[src/rtl/crc32_check_unit.sv]
// crc32_check_unit: receive-side CRC-32 frame checker.
// Bytes stream through a 4-byte window; only bytes evicted from the window
// are folded into the CRC, so the trailing 4-byte FCS never enters it.
// The unit emits one registered verdict per frame.
module crc32_check_unit #(
  parameter logic [31:0] POLY   = 32'hEDB88320,
  parameter logic [31:0] INIT   = 32'hFFFFFFFF,
  parameter logic [31:0] XOROUT = 32'hFFFFFFFF
) (
  input  logic        clk,
  input  logic        reset,
  input  logic        recv_val,
  output logic        recv_rdy,
  input  logic [7:0]  recv_msg,
  input  logic        recv_last,
  output logic        send_val,
  input  logic        send_rdy,
  output logic [33:0] send_msg
);

  typedef enum logic {ACC, RESP} state_t;

  state_t      state, state_next;
  logic [31:0] crc;
  logic [2:0]  fill;
  logic [7:0]  win [4];

  logic        recv_fire, send_fire;
  logic [31:0] crc_upd, crc_field, fcs;
  logic [2:0]  fill_upd;
  logic        runt;

  // Byte-wide unrolled reflected CRC update, LSB of the byte first.
  function automatic logic [31:0] crc_byte(input logic [31:0] c, input logic [7:0] b);
    logic [31:0] r;
    r = c ^ {24'd0, b};
    for (int i = 0; i < 8; i++) begin
      r = r[0] ? ((r >> 1) ^ POLY) : (r >> 1);
    end
    return r;
  endfunction

  // Handshake qualifiers and per-byte datapath values for the current byte.
  always_comb begin
    recv_rdy  = reset && (state == ACC);
    send_val  = (state == RESP);
    recv_fire = recv_val && recv_rdy;
    send_fire = send_val && send_rdy;
    crc_upd   = (fill == 3'd4) ? crc_byte(crc, win[0]) : crc;
    fill_upd  = (fill == 3'd4) ? 3'd4 : fill + 3'd1;
    crc_field = crc_upd ^ XOROUT;
    // Window contents after this byte shifts in; oldest byte is the FCS LSB.
    fcs       = {recv_msg, win[3], win[2], win[1]};
    runt      = (fill < 3'd3);
  end

  // Next-state logic: accept bytes until the last one, then hold the verdict.
  always_comb begin
    state_next = state;
    case (state)
      ACC:  if (recv_fire && recv_last) state_next = RESP;
      RESP: if (send_fire)              state_next = ACC;
      default: state_next = ACC;
    endcase
  end

  // State register.
  always_ff @(posedge clk or negedge reset) begin
    if (!reset) state <= ACC;
    else        state <= state_next;
  end

  // Window shift, CRC fold, verdict capture and per-frame reinitialisation.
  always_ff @(posedge clk or negedge reset) begin
    if (!reset) begin
      crc      <= INIT;
      fill     <= 3'd0;
      win[0]   <= 8'd0;
      win[1]   <= 8'd0;
      win[2]   <= 8'd0;
      win[3]   <= 8'd0;
      send_msg <= 34'd0;
    end else if (recv_fire) begin
      crc    <= crc_upd;
      fill   <= fill_upd;
      win[0] <= win[1];
      win[1] <= win[2];
      win[2] <= win[3];
      win[3] <= recv_msg;
      if (recv_last) begin
        if (runt) send_msg <= {1'b1, 1'b0, 32'd0};
        else      send_msg <= {1'b0, (crc_field == fcs), crc_field};
      end
    end else if (send_fire) begin
      crc    <= INIT;
      fill   <= 3'd0;
      win[0] <= 8'd0;
      win[1] <= 8'd0;
      win[2] <= 8'd0;
      win[3] <= 8'd0;
    end
  end

endmodule
[config.mk]
export PLATFORM = sky130hd
export DESIGN_NAME = crc32_check_unit
export DESIGN_NICKNAME = d
export VERILOG_FILES = /design/src/rtl/crc32_check_unit.sv
export SDC_FILE = /design/constraint.sdc
export NUM_CORES = 1
export LEC_CHECK = 0
export BUFFER_PORTS_ARGS = -buffer_cell sky130_fd_sc_hd__buf_4
export CAP_MARGIN = 40
export CORE_ASPECT_RATIO = 1.2
export CORE_UTILIZATION = 40
export CTS_CLUSTER_SIZE = 10
export DETAILED_ROUTE_END_ITERATION = 8
export SLEW_MARGIN = 20
export SYNTH_ARGS = -nofsm -noshare
export SYNTH_HDL_FRONTEND = slang
export SYNTH_SLANG_ARGS = --single-unit
[constraint.sdc]
create_clock -name clk -period 4.36 [get_ports clk]
set_input_delay 0.218 -clock clk [delete_from_list [all_inputs] [get_ports clk]]
set_output_delay 0.218 -clock clk [all_outputs]
set_load 0.005 [all_outputs]
==> metrics.txt <==
status=complete, but fails checks; failing checks=negative hold slack; proportion of layout cells with a drive suffix above 1=between 20% and 30%; Avg WL per Cell=between 20 and 25 µm; clock latency at the later pin of the worst-skew pair=around 0.36 ns; Lkg Pwr=between 2 and 3 nW; peak supply drop=slightly below 300 µV; worst slack, placed=between 1 and 1.5 ns; antenna cells=0; crit-path max FO=14; Synth area leader=dfrtp_1; Core Region=approximately 0.014 mm²; CTS H-tree lvls=3; Seq cells post-synth=about 100; drt initial violations=around 300; Initial Util=about two fifths; worst hold path type=primary input to asynchronous set/reset pin; CTS Sinks=102; initial antenna violation count=0; Worst Path Arrival=between 3 and 4 ns; R2R Setup Slk=approximately 1.2 ns; Post-Syn Area per Cell=about 11 µm²; GRT Residual Overflow=0; Final min period=roughly 3.1 ns; Non-Filler Instances=731; Ys Warns=0; Max Clk Rate=between 300 and 400 MHz; Critical Path End Type=register; crit start category=register; Placed Cells=slightly above 700; Multi-input gate area=~0.0029 mm²; final antenna-violating net count=0; Crit Path Category=register to register; Mapped Nets=approximately 530; Total GRT Usage=about a quarter; HPWL Detailed=approximately 12 mm; Slew Limit Fails=0; Post-route DRC=0; Distinct cells, synth=49; count leader, synth=dfrtp_1; final setup vio count=0; Root Buffer=clkbuf_16; Synth top area share=31.26%; mapped cell area=approximately 0.0056 mm²; Max Cap Viol=0; Max transition margin=between 50% and 60%; Fin. Hold Viols=1; R2R depth=10; 1st-pass router iterations=5; Async SR Flop Fraction=100.0%; skew final=~0.0068 ns; final cycle utilization of the critical path=between 70% and 80%; largest net degree at the start of global routing=between 50 and 60; via count=4,210; postcts setup bufs=0; die area=0.01449 mm²; number of flops mapped to enable cells by yosys=0; vias in the first global route=around 4,300; first-pass GRT wire length=25.47 mm; P&R area growth vs syn=15.32%; setup ws final=1.234 ns; routed vias/inst=between 5 and 6; CTS Buf Count=9; CTS-repair resized insts=0; post-route setup TNS=0 ns; register area share after synthesis=~46%; CTS max path bufs=2; RD Place Congestion=about 0.95; cells after synthesis=slightly above 500; Seq. cell area=about 0.0026 mm²; Slew @ Worst Pin=between 0.7 and 0.8 ns; Synth Flop Type=dfrtp_1; Hold-fix buffers, CTS=0; worst hold slack=-0.0002231 ns; clk slew on worst S/H paths=0.07 ns; top cells by count, synth=dfrtp_1 (70), a22o_1 (57), nor2_1 (56); Chip Width=roughly 110 µm; WL final=between 15 and 20 mm; Fillers=~1,300; pwr/cell area=roughly 800 mW/mm²; I/O pin cnt=just under 50; Finished Core Util=between 40% and 50%; CTS tree=yes; Port Buffers=48; RSZ-0062 raised after global routing=false; Die Y-Extent=roughly 130 µm; Critical Path RT=~4.7 ns; fin nets=570; largest cells by area after synthesis=dfrtp_1 (31%), dfstp_2 (15%), a22o_1 (8.9%); Rows=47
-- worst max-delay path: stages (launching register included) --
cell       delay [ns]
dfrtp_1          0.43
inv_1            0.08
ha_1             0.19
and2_1           0.59
buf_4            0.34
nor2_1           0.06
a211o_1          0.31
a2111oi_2        0.38
nand4_1          0.20
nor4_1           0.32
a22o_1           0.16
-- stage by stage --
step	power, W	cell area, µm²
3_3_place_gp	0.004318	6138
2_1_floorplan	0.003521	5604
3_5_place_dp	0.004313	6166
4_1_cts	0.005137	6462
6_report	0.005138	6462
5_1_grt	0.005412	6462
-- power by group --
part / total (W) / leakage [nW] / switching, W / internal, W
Sequential: 0.00149 / 1.28 / 0.000270 / 0.00122
Clock: 0.000805 / 0.145 / 0.000369 / 0.000435
Combinational: 0.00284 / 1.55 / 0.00151 / 0.00133
-- worst paths after layout --
| kind | endpoint | from |
|---|---|---|
| max | send_msg[32]$_DFFE_PN0P_ | fill[0]$_DFFE_PN0P_ |
| min | send_msg[22]$_DFFE_PN0P_ | reset |
| max reg2reg | send_msg[32]$_DFFE_PN0P_ | fill[0]$_DFFE_PN0P_ |
| min reg2reg | send_msg[31]$_DFFE_PN0P_ | send_msg[31]$_DFFE_PN0P_ |
| max in group asynchronous | send_msg[25]$_DFFE_PN0P_ | reset |
| min in group clk | send_val$_DFF_PN0_ | send_rdy |
-- area by class of cell --
| class | count | area share (%) |
|---|---|---|
| multi-input cells | 376 | 44.41 |
| flip-flops and latches | 102 | 40.12 |
| repair buffers | 59 | 7.164 |
| clock buffers | 12 | 4.124 |
| well taps | 171 | 3.311 |
| clock inverters | 4 | 0.4647 |
| inverters | 7 | 0.4066 |
-- logic make-up after synthesis --
kind of cell	count (synthesis)	synth area share [%]
xor gates and xnor gates	93	20.34
AOI/OAI and AO/OA	165	20.70
buffers and inverters	39	2.657
adders and majority gates	2	0.4465
and+or+nand+nor	108	8.149
muxes	8	1.451
DFF	102	46.26
-- sequential cells by signal (all words and copies together) (netlist names) --
register  flops
send_msg     34
send_val      1
fill          3
fcs          24
win           8
crc          32
-- layout by cell type (no fill, tap or decap), types with 4 or more instances in the layout --
| master | instances |
|---|---|
| o21ai_0 | 16 |
| buf_4 | 58 |
| mux2i_1 | 7 |
| a22o_1 | 57 |
| xor3_1 | 4 |
| clkbuf_16 | 9 |
| a21oi_1 | 54 |
| xnor3_1 | 13 |
| dfstp_2 | 32 |
| nor4_1 | 4 |
| inv_1 | 7 |
| o21a_1 | 6 |
| nand2_1 | 29 |
| o211ai_1 | 4 |
| xnor2_2 | 9 |
| xnor2_1 | 37 |
| dfrtp_1 | 70 |
| and2_1 | 4 |
| xor2_1 | 29 |
| nor2_1 | 56 |
-- per-layer routing --
metal	GRT usage (%)	wire (µm)	up-vias
met5	0	0	-
met4	10.96	604	0
met3	3.274	715	33
met2	38.30	8021	161
met1	32.38	7078	2099
li1	-	-	1917
Note: power is estimated with default switching activity, not from simulation.
